File: config.mk
export PLATFORM = sky130hd
export DESIGN_NAME = note_sequencer
export DESIGN_NICKNAME = d
export VERILOG_FILES = /design/src/rtl/note_sequencer.sv
export SDC_FILE = /design/constraint.sdc
export NUM_CORES = 1
export LEC_CHECK = 0
export ABC_AREA = 1
export ABC_CLOCK_PERIOD_IN_PS = 6490
export BUFFER_PORTS_ARGS = -buffer_cell sky130_fd_sc_hd__buf_2
export CORE_UTILIZATION = 35
export CTS_CLUSTER_SIZE = 20
export DETAILED_ROUTE_END_ITERATION = 8
export GPL_TIMING_DRIVEN = 0
export HOLD_SLACK_MARGIN = 0.12
export SLEW_MARGIN = 10
export SYNTH_ARGS = -nofsm -noshare
export SYNTH_HDL_FRONTEND = slang
export SYNTH_SLANG_ARGS = --single-unit
File: constraint.sdc
create_clock -name clk_i -period 6.49 [get_ports clk_i]
set_input_delay 0.649 -clock clk_i [delete_from_list [all_inputs] [get_ports clk_i]]
set_output_delay 0.649 -clock clk_i [all_outputs]
set_load 0.005 [all_outputs]
File: src/rtl/note_sequencer.sv
// Note sequencer: plays a programmed table of {freq, waveform, duration} entries into the tone generator.
// Optional macro NOTE_SEQ_TEMPO_EN adds tempo_i for 1x/2x/4x/8x tick speed.
module note_sequencer #(
  parameter int depth_p     = 16,
  parameter int clk_freq_p  = 12_000_000,
  parameter int tick_hz_p   = 1000,
  parameter int gap_ticks_p = 10
) (
  input  logic                       clk_i,
  input  logic                       reset_i,
`ifdef NOTE_SEQ_TEMPO_EN
  input  logic [1:0]                 tempo_i,
`endif
  input  logic                       wr_v_i,
  input  logic [$clog2(depth_p)-1:0] wr_addr_i,
  input  logic [15:0]                wr_freq_i,
  input  logic [3:0]                 wr_sw_i,
  input  logic [15:0]                wr_dur_i,
  input  logic [$clog2(depth_p):0]   len_i,
  input  logic                       start_i,
  input  logic                       stop_i,
  input  logic                       loop_i,
  output logic [15:0]                freq_o,
  output logic [3:0]                 sw_o,
  output logic [$clog2(depth_p)-1:0] note_idx_o,
  output logic                       note_v_o,
  output logic                       busy_o,
  output logic                       done_o
);
  localparam int IW          = $clog2(depth_p);
  localparam int LW          = IW + 1;
  localparam int tick_div_lp = clk_freq_p / tick_hz_p;
  localparam int PW          = (tick_div_lp > 1) ? $clog2(tick_div_lp) : 1;
  localparam int GW          = (gap_ticks_p > 0) ? $clog2(gap_ticks_p + 1) : 1;
  localparam logic [PW-1:0] TERM      = PW'(tick_div_lp - 1);
  localparam logic [GW-1:0] GAP_TICKS = GW'(gap_ticks_p);

  typedef enum logic [1:0] {IDLE, PLAY, GAP} state_e;

  // A zero duration still plays for one tick.
  function automatic logic [15:0] dur_floor(input logic [15:0] d);
    return (d == 16'd0) ? 16'd1 : d;
  endfunction

  logic [15:0] freq_tab_q [depth_p];
  logic [3:0]  sw_tab_q   [depth_p];
  logic [15:0] dur_tab_q  [depth_p];

  state_e        state_q, state_d;
  logic [IW-1:0] idx_q, idx_d, load_idx;
  logic [LW-1:0] len_q, len_d;
  logic [15:0]   dur_q, dur_d;
  logic [GW-1:0] gap_q, gap_d;
  logic [PW-1:0] presc_q, presc_d;
  logic [15:0]   freq_q, freq_d;
  logic [3:0]    sw_q, sw_d;
  logic          note_v_q, note_v_d;
  logic          busy_q, busy_d;
  logic          done_q, done_d;
  logic          load, adv, tick;
  logic [PW-1:0] term;

`ifdef NOTE_SEQ_TEMPO_EN
  logic [PW-1:0] term_q, term_d;

  function automatic logic [PW-1:0] tempo_term(input logic [1:0] t);
    int unsigned d;
    d = 32'(tick_div_lp) >> t;
    return (d == 0) ? '0 : PW'(d - 1);
  endfunction

  assign term = term_q;
`else
  assign term = TERM;
`endif

  assign tick = (state_q != IDLE) && (presc_q == term);

  always_ff @(posedge clk_i) begin
    if (reset_i) begin
      for (int i = 0; i < depth_p; i++) begin
        freq_tab_q[i] <= '0;
        sw_tab_q[i]   <= '0;
        dur_tab_q[i]  <= '0;
      end
    end else if (wr_v_i) begin
      freq_tab_q[wr_addr_i] <= wr_freq_i;
      sw_tab_q[wr_addr_i]   <= wr_sw_i;
      dur_tab_q[wr_addr_i]  <= wr_dur_i;
    end
  end

  always_comb begin
    state_d  = state_q;
    idx_d    = idx_q;
    len_d    = len_q;
    dur_d    = dur_q;
    gap_d    = gap_q;
    presc_d  = presc_q;
    freq_d   = freq_q;
    sw_d     = sw_q;
    note_v_d = 1'b0;
    busy_d   = busy_q;
    done_d   = 1'b0;
    load     = 1'b0;
    load_idx = '0;
    adv      = 1'b0;
`ifdef NOTE_SEQ_TEMPO_EN
    term_d   = term_q;
`endif

    case (state_q)
      IDLE: begin
        if (start_i && !stop_i && (len_i != '0)) begin
          len_d = len_i;
          load  = 1'b1;
        end
      end
      PLAY: begin
        presc_d = tick ? '0 : presc_q + PW'(1);
        if (tick) begin
          if (dur_q == 16'd1) begin
            if (gap_ticks_p > 0) begin
              state_d = GAP;
              sw_d    = '0;
              gap_d   = GAP_TICKS;
            end else begin
              adv = 1'b1;
            end
          end else begin
            dur_d = dur_q - 16'd1;
          end
        end
      end
      GAP: begin
        presc_d = tick ? '0 : presc_q + PW'(1);
        if (tick) begin
          if (gap_q == GW'(1)) adv = 1'b1;
          else                 gap_d = gap_q - GW'(1);
        end
      end
      default: state_d = IDLE;
    endcase

    if (adv) begin
      if (({1'b0, idx_q} + LW'(1)) < len_q) begin
        load     = 1'b1;
        load_idx = idx_q + IW'(1);
      end else if (loop_i) begin
        load = 1'b1;
      end else begin
        state_d = IDLE;
        done_d  = 1'b1;
        sw_d    = '0;
        busy_d  = 1'b0;
      end
    end

    // Loading reads the registered table, so a same-cycle write is not yet visible.
    if (load) begin
      state_d  = PLAY;
      idx_d    = load_idx;
      freq_d   = freq_tab_q[load_idx];
      sw_d     = sw_tab_q[load_idx];
      dur_d    = dur_floor(dur_tab_q[load_idx]);
      presc_d  = '0;
      note_v_d = 1'b1;
      busy_d   = 1'b1;
    end

`ifdef NOTE_SEQ_TEMPO_EN
    if (tick || load) term_d = tempo_term(tempo_i);
`endif

    if (stop_i) begin
      state_d  = IDLE;
      idx_d    = '0;
      freq_d   = freq_q;
      sw_d     = '0;
      busy_d   = 1'b0;
      note_v_d = 1'b0;
      done_d   = 1'b0;
    end
  end

  always_ff @(posedge clk_i) begin
    if (reset_i) begin
      state_q  <= IDLE;
      idx_q    <= '0;
      len_q    <= '0;
      dur_q    <= '0;
      gap_q    <= '0;
      presc_q  <= '0;
      freq_q   <= 16'd440;
      sw_q     <= '0;
      note_v_q <= 1'b0;
      busy_q   <= 1'b0;
      done_q   <= 1'b0;
`ifdef NOTE_SEQ_TEMPO_EN
      term_q   <= TERM;
`endif
    end else begin
      state_q  <= state_d;
      idx_q    <= idx_d;
      len_q    <= len_d;
      dur_q    <= dur_d;
      gap_q    <= gap_d;
      presc_q  <= presc_d;
      freq_q   <= freq_d;
      sw_q     <= sw_d;
      note_v_q <= note_v_d;
      busy_q   <= busy_d;
      done_q   <= done_d;
`ifdef NOTE_SEQ_TEMPO_EN
      term_q   <= term_d;
`endif
    end
  end

  assign freq_o     = freq_q;
  assign sw_o       = sw_q;
  assign note_idx_o = idx_q;
  assign note_v_o   = note_v_q;
  assign busy_o     = busy_q;
  assign done_o     = done_q;
endmodule

==> key figures, run 1 <==
Outcome
  • Outcome: finished, final reports clean

Synthesis
  • Net count after synthesis: 3034
  • Post-synthesis adder-cell area fraction: 0.00592
  • Cell type contributing the most total cell area after synthesis: sky130_fd_sc_hd__edfxtp_1
  • Multiplexer share of the synthesized area: 0.00744
  • Mapped Area: 29600 um^2
  • Post-synthesis cell count: 2969
  • Share of the synthesized area in compound gates (AO/OA/AOI/OAI): 0.0759
  • Share of synthesized cell area in and, or, nand and nor gates: 0.211
  • Main area contributors after synthesis: sky130_fd_sc_hd__edfxtp_1, sky130_fd_sc_hd__nor2_1, sky130_fd_sc_hd__nand3_1
  • Largest family of logic cells by synthesized area: simple AND/OR/NAND/NOR gates
  • Yosys warning total: 0
  • Mean cell area of the mapped netlist: 9.97 um^2
  • Synth cell types: 49
  • Part of the Yosys area used for sequential elements: 0.630
  • Flops & latches, synth: 644
  • Area share of xor/xnor cells in the synthesized design: 0.00355
  • Top-area cell type share of the netlist area: 0.584

Hold path
  • Number of instances on the worst hold path: 2
  • Hold WC Path Type: in2reg

Routing
  • Pre-Repair DR Iteration Count: 5
  • Vias per cell: between 5 and 6
  • Via total after detailed routing: 23562
  • Final antenna-violating net count: 0
  • DRC: 0
  • DR WL/cell: roughly 24 um
  • Drt total wl: between 100 and 150 mm
  • Number of design-rule violations left by the first detailed-router iteration: 3054

Floorplan
  • Initial Utilization: 0.354
  • Width of the chip: approximately 300 um
  • Total I/O pin count: 78
  • Placeable core area: around 84000 um^2
  • Number of placement rows: 106
  • Die height: 293 um
  • Area of the die: 85700 um^2

Critical path
  • Launch point of the worst reg-to-reg path: note_idx_o[0]
  • Maximum fanout along the worst path: 10
  • Destination of the critical timing path: dur_q[0]
  • Max incr delay on CP: 0.68 ns
  • Worst-path cell with the longest stage delay: sky130_fd_sc_hd__clkbuf_1
  • Cell with the most instances on the worst path: sky130_fd_sc_hd__nand2_1
  • Capturing element type of the critical path: flip-flop
  • Required time worst endpoint: 7.05 ns
  • Slack of the worst reg-to-reg path: around 2.2 ns
  • WP data arrival: 4.88 ns
  • Series of cell instances along the critical path: nand3_1 -> xor2_1 -> inv_1 -> ha_1 -> nand2_1 -> nor2_1 -> nand2_1 -> nand3_2 -> inv_2 -> nand3_1 -> buf_4 -> clkbuf_1 -> nand2_1 -> nand3_1 -> nand3_1 -> nand3_1 -> nand2_1 -> nor2_1 -> nand2_1 -> nor2_1 -> nand2_1 -> nand2_1 -> nand2_1 -> a21oi_2
  • Worst Setup Start Kind: flip-flop
  • Crit path kind: reg2reg
  • Capture point of the worst reg-to-reg path: dur_q[0]
  • Launch point of the critical path: note_idx_o[0]
  • Register-to-Register Path Depth: 24

Placement
  • Routability Congestion: 0.926
  • Post-detailed-placement half-perimeter wirelength: between 70 and 80 mm
  • Post-placement setup slack: 2.12 ns
  • IO Port Bufs: 77

Clock tree
  • Clock slew at the register clock pins of the worst setup and hold paths: 0.06 ns
  • Clock buffers created by TritonCTS: about 70
  • Number of buffers on the longest clock path: 3
  • TritonCTS Sinks: 644
  • TritonCTS clock tree: built
  • PostCTS Resize Cnt: 0
  • Hold buffer count at CTS: 0
  • Clock insertion delay at the later pin of the skew report: 0.64 ns
  • Number of H-tree branching levels: 3
  • Clock root buffer master: sky130_fd_sc_hd__clkbuf_16
  • Post-CTS Setup Inserts: 0

Power
  • Standby leakage power: 13.2 nW
  • Power density of the placed cells: about 280 nW/um^2
  • Maximum vdd ir drop: 0.000181 V

Timing
  • Max frequency: 231 MHz
  • Unrepaired setup endpoints after global routing: no
  • Slew at the pin closest to its max-slew limit: 1.05 ns
  • Final Max Tran Viols: 0
  • Final setup violation count: 0
  • Final number of hold-violating endpoints: 0
  • Post-route setup slack: 2.17 ns
  • Final worst-path cycle share: 0.666
  • Tmin final: between 4 and 5 ns
  • Total negative setup slack: 0 ns
  • Worst clock skew: between 0.02 and 0.025 ns
  • Headroom to the max-slew limit: 0.300

Global routing
  • Initial antenna violation count: 6
  • Vias in the first global route: 22166
  • GRT Total Usage: 0.235
  • Overall overflow remaining after global route: 0
  • Wire length of the first global-routing pass: 147 mm
  • Largest net degree at the start of global routing: 24

Layout
  • Synthesis-to-finish area growth: 15.4%
  • Share of layout cells above drive strength 1: 0.104
  • Total Nets Final: 3200

Job
  • Max-cap violation count: 0
==> cells by family (layout without fill, tap and decap cells) <==
family / after synthesis / after routing
simple gates: 1460 / 1460
flops: 644 / 644
buf+inv: 480 / 702
compound gates: 337 / 337
mux: 22 / 22
fa+ha+maj: 14 / 14
xor+xnor: 12 / 12
other cells: 0 / 1
==> critical path: cells and delay by family, from the launching register on <==
| family | cells | cell delay, ns |
|---|---|---|
| adder cells (fa/ha/maj) | 1 | 0.29 |
| XOR/XNOR | 1 | 0.30 |
| buffers and inverters | 4 | 1.12 |
| AO/OA/AOI/OAI | 1 | 0.10 |
| AND/OR/NAND/NOR | 17 | 1.78 |
| flip-flops | 1 | 0.62 |
==> sequential cells by signal (all words and copies together), names as in the netlist <==
name / flops
gap_q: 4
done_o: 1
note_v_o: 1
len_q: 5
dur_tab_q: 256
freq_o: 16
sw_o: 4
busy_o: 1
freq_tab_q: 256
state_q: 2
presc_q: 14
sw_tab_q: 64
note_idx_o: 4
dur_q: 16
==> layer usage <==
metal,part of all wire,track usage,vias up
met5,0.00056,0,-
met4,0.035,0.0893,10
met3,0.11,0.0480,203
met2,0.45,0.370,1343
met1,0.41,0.318,11443
li1,-,-,10563
==> report_power, final <==
| group | switching, mW | total [mW] | internal (mW) |
|---|---|---|---|
| logic | 0.401 | 0.541 | 0.141 |
| clock network | 1.77 | 4.14 | 2.37 |
| registers | 0.0680 | 4.80 | 4.74 |
==> how the worst min path moves through the flow <==
stage / from / to / slack, ns
floorplan: len_q[4] / len_q[4] / 0.44
global placement: len_q[3] / len_q[3] / 0.45
detailed placement: len_q[2] / len_q[2] / 0.46
CTS: loop_i / done_o / 0.25
global route: loop_i / done_o / 0.27
finish: loop_i / done_o / 0.27
==> cell usage after synthesis, drive strengths merged <==
master	count
mux2i	22
xor2	8
o211ai	6
nor4	4
nand3	282
o21ai	102
clkbuf	160
a31oi	8
nor2	747
o31ai	1
buf	65
nor3b	1
a221oi	2
nor3	12
xnor2	4
o2111ai	29
a211o	1
a211oi	5
o221ai	66
o21bai	5
a32oi	5
a311oi	1
a21oi	61
clkinv	2
o31a	5
or2	35
dfxtp	68
o311ai	16
nand3b	22
nor4b	1
nand4	52
edfxtp	576
inv	253
nand2	304
o22ai	24
ha	14
==> cell usage in the layout (no fill, tap or decap), types with 24 or more instances in the layout <==
cell type / Yosys / layout
sky130_fd_sc_hd__nor2_1: 740 / 740
sky130_fd_sc_hd__edfxtp_1: 576 / 576
sky130_fd_sc_hd__nand2_1: 299 / 283
sky130_fd_sc_hd__nand3_1: 280 / 280
sky130_fd_sc_hd__inv_1: 240 / 240
sky130_fd_sc_hd__clkbuf_1: 159 / 176
sky130_fd_sc_hd__buf_2: 39 / 116
sky130_fd_sc_hd__o21ai_0: 91 / 91
sky130_fd_sc_hd__clkbuf_16: 0 / 71
sky130_fd_sc_hd__dfxtp_1: 68 / 68
sky130_fd_sc_hd__o221ai_1: 66 / 66
sky130_fd_sc_hd__a21oi_1: 59 / 59
sky130_fd_sc_hd__nand4_1: 52 / 52
sky130_fd_sc_hd__or2_2: 35 / 35
sky130_fd_sc_hd__o2111ai_1: 29 / 29
sky130_fd_sc_hd__o22ai_1: 24 / 24
==> stage by stage <==
step,instances,area (um^2),util,hold slack (ns),power (mW)
after global routing,4326,34200,0.408,0.270,9.71
final,4326,34200,0.408,0.273,9.49
after detailed placement,4196,31800,0.380,0.457,5.42
after CTS,4325,34200,0.408,0.254,9.48
after floorplan,2969,29600,-,0.435,5.18
after global placement,4180,31400,0.375,0.451,5.39
==> final cells by class <==
type                       instances  area, um^2
antenna                            1        2.50
buffer                           225        1000
clock buffer                      88        1840
clock inverter                    41         514
fill                            8133       49500
inverter                         255         957
multi-input combinational       1845        9030
sequential                       644       18700
tap                             1134        1420
timing repair buffer              93         743
No activity file was read; power rests on OpenSTA's default activity.
==> run 2: changes to the inputs <==
ABC_CLOCK_PERIOD_IN_PS = 3500   (was 6490)
clock period = 3.5 ns   (was 6.49 ns; I/O delays follow)
==> key figures, run 2 (synthesis gave the netlist of run 1 again) <==
Global routing
  • Vias in the first global route: 22231
  • Wire length of the first global-routing pass: 148 mm
  • Largest net degree at the start of global routing: 24
  • Initial antenna violation count: 6
  • GRT Total Usage: 0.236
  • Overall overflow remaining after global route: 0

Layout
  • Post-layout instance count excluding filler cells: between 4000 and 5000
  • Fillers: 7956
  • Synthesis-to-finish area growth: 20.0%
  • Share of layout cells above drive strength 1: 0.153
  • Final instance area: 35500 um^2
  • Sequential cell area: approximately 19000 um^2
  • Largest registers: dur_tab_q (256), freq_tab_q (256), sw_tab_q (64)
  • Highest-count cells in the layout ignoring fill and taps: sky130_fd_sc_hd__nor2_1, sky130_fd_sc_hd__edfxtp_1, sky130_fd_sc_hd__nand2_1, sky130_fd_sc_hd__inv_1, sky130_fd_sc_hd__nand3_1
  • Total Nets Final: 3225
  • Multi-input gate area: 9600 um^2
  • Most common cell after layout, fill and taps aside: sky130_fd_sc_hd__nor2_1

Critical path
  • Maximum fanout along the worst path: 10
  • Crit path kind: reg2reg
  • Required time worst endpoint: a little over 4 ns
  • WP data arrival: 4.05 ns
  • Worst Setup Start Kind: flip-flop
  • Capturing element type of the critical path: flip-flop

Clock tree
  • Clock buffers created by TritonCTS: 71
  • Clock root buffer master: sky130_fd_sc_hd__clkbuf_16
  • Clock slew at the register clock pins of the worst setup and hold paths: around 0.06 ns
  • Clock insertion delay at the later pin of the skew report: 0.64 ns
  • TritonCTS Sinks: 644
  • Number of H-tree branching levels: 3
  • Number of buffers on the longest clock path: 3
  • TritonCTS clock tree: built

Placement
  • Post-detailed-placement half-perimeter wirelength: 70.6 mm
  • Placed Instance Area: 31800 um^2
  • Routability Congestion: 0.926
  • Cell Count Post-Placement: 4196
  • Post-placement setup slack: -0.680 ns
  • IO Port Bufs: 77

Routing
  • Final antenna-violating net count: 0
  • DRC: 0
  • Number of design-rule violations left by the first detailed-router iteration: between 3000 and 4000
  • Drt total wl: 103 mm
  • Vias per cell: 5.44
  • Pre-Repair DR Iteration Count: 9
  • Via total after detailed routing: 23671
  • DR WL/cell: 23.7 um

Floorplan
  • Total I/O pin count: 78
  • Placeable core area: 83700 um^2
  • Number of placement rows: 106
  • Width of the chip: 293 um
  • Die height: 293 um
  • Initial Utilization: 0.354
  • Area of the die: 85700 um^2

Hold path
  • Hold WC Path Type: in2reg

Power
  • Maximum vdd ir drop: approximately 0.00033 V
  • Power density of the placed cells: 497 nW/um^2
  • Standby leakage power: between 10 and 15 nW

Timing
  • Max frequency: 286 MHz
  • Tmin final: about 3.5 ns
  • Final setup violation count: 0
  • Worst clock skew: ~0.021 ns
  • Final worst-path cycle share: 0.999
  • Unrepaired setup endpoints after global routing: yes
  • Final Max Tran Viols: 0
  • Headroom to the max-slew limit: 0.316
  • Slew at the pin closest to its max-slew limit: 1.03 ns
  • Final number of hold-violating endpoints: 0
  • Post-route setup slack: ~0.0044 ns

Outcome
  • Outcome: finished, final reports clean

Job
  • Max-cap violation count: 0
==> run 2: changes by cell type in the layout (fill, tap and decap cells not counted), sizes merged <==
cell	delta
inv	-1
clkinvlp	+1
buf	+24
diode	+1
clkbuf	-12
dlygate4sd3	+13
==> run 2: routing by layer <==
metal	vias to the layer above	wire length [um]	global-route usage
li1	10617	-	-
met1	11428	41500	0.320
met2	1393	46000	0.368
met3	227	11500	0.0474
met4	6	4100	0.0941
met5	-	34	0
==> run 2: path summary, 6_finish.rpt <==
kind,cells after the start,slack (ns),end,from
setup / recovery,25,0.004,dur_q[0],note_idx_o[0]
hold / removal,3,0.14,freq_tab_q[12][12],wr_freq_i[12]
setup reg to reg,25,0.004,dur_q[0],note_idx_o[0]
hold reg to reg,2,0.47,len_q[4],len_q[4]
==> run 2: per-stage QoR <==
| step | power, mW | util | hold WS (ns) | TNS [ns] |
|---|---|---|---|---|
| 2_1_floorplan | 9.60 | - | 0.427 | 0 |
| 3_3_place_gp | 9.99 | 0.375 | 0.451 | -686.11 |
| 3_5_place_dp | 10.1 | 0.380 | 0.457 | -141.95 |
| 4_1_cts | 17.6 | 0.415 | 0.125 | -0.295 |
| 5_1_grt | 18.1 | 0.424 | 0.152 | -0.589 |
| 6_report | 17.6 | 0.424 | 0.138 | 0 |
==> run 2: critical path: stages, from the launching register on <==
cell,delay [ns]
sky130_fd_sc_hd__dfxtp_4,0.39
sky130_fd_sc_hd__ha_2,0.20
sky130_fd_sc_hd__or2_2,0.28
sky130_fd_sc_hd__nand2_2,0.09
sky130_fd_sc_hd__inv_1,0.07
sky130_fd_sc_hd__ha_1,0.29
sky130_fd_sc_hd__nand2_1,0.06
sky130_fd_sc_hd__nand2_1,0.04
sky130_fd_sc_hd__nand2_1,0.10
sky130_fd_sc_hd__nand3_4,0.12
sky130_fd_sc_hd__nor2_4,0.15
sky130_fd_sc_hd__buf_12,0.15
sky130_fd_sc_hd__buf_12,0.14
sky130_fd_sc_hd__buf_6,0.17
sky130_fd_sc_hd__nand3b_1,0.09
sky130_fd_sc_hd__nand3_1,0.10
sky130_fd_sc_hd__nand3_1,0.14
sky130_fd_sc_hd__nand3_4,0.15
sky130_fd_sc_hd__nand2_1,0.10
sky130_fd_sc_hd__nor2_1,0.09
sky130_fd_sc_hd__nand2_1,0.08
sky130_fd_sc_hd__nor2_1,0.10
sky130_fd_sc_hd__nand2_1,0.06
sky130_fd_sc_hd__nand2_1,0.05
sky130_fd_sc_hd__nand2_1,0.06
sky130_fd_sc_hd__a21oi_2,0.10
==> run 2: area by class of cell <==
class | instances | share of cell area
flip-flops and latches | 644 | 0.525
multi-input cells | 1845 | 0.270
clock buffers | 88 | 0.0518
plain buffers | 225 | 0.0418
well taps | 1134 | 0.0399
repair buffers | 118 | 0.0285
inverters | 255 | 0.0275
clock inverters | 41 | 0.0145
diodes | 2 | 0.000141
==> run 2: power by group <==
group / total (mW) / leakage, nW / switching [mW] / internal (mW)
registers: 8.91 / 6.05 / 0.130 / 8.78
logic: 1.07 / 6.48 / 0.772 / 0.298
clock network: 7.67 / 1.13 / 3.27 / 4.40
total: 17.6 / 13.7 / 4.17 / 13.5
==> run 2: timing repair <==
item	CTS	global route
hold endpoints to repair	21	0
gates cloned	0	2
gates resized for setup	136	234
buffers inserted	3	7
pin swaps	8	23
hold buffers	13	0
setup endpoints to repair	42	78
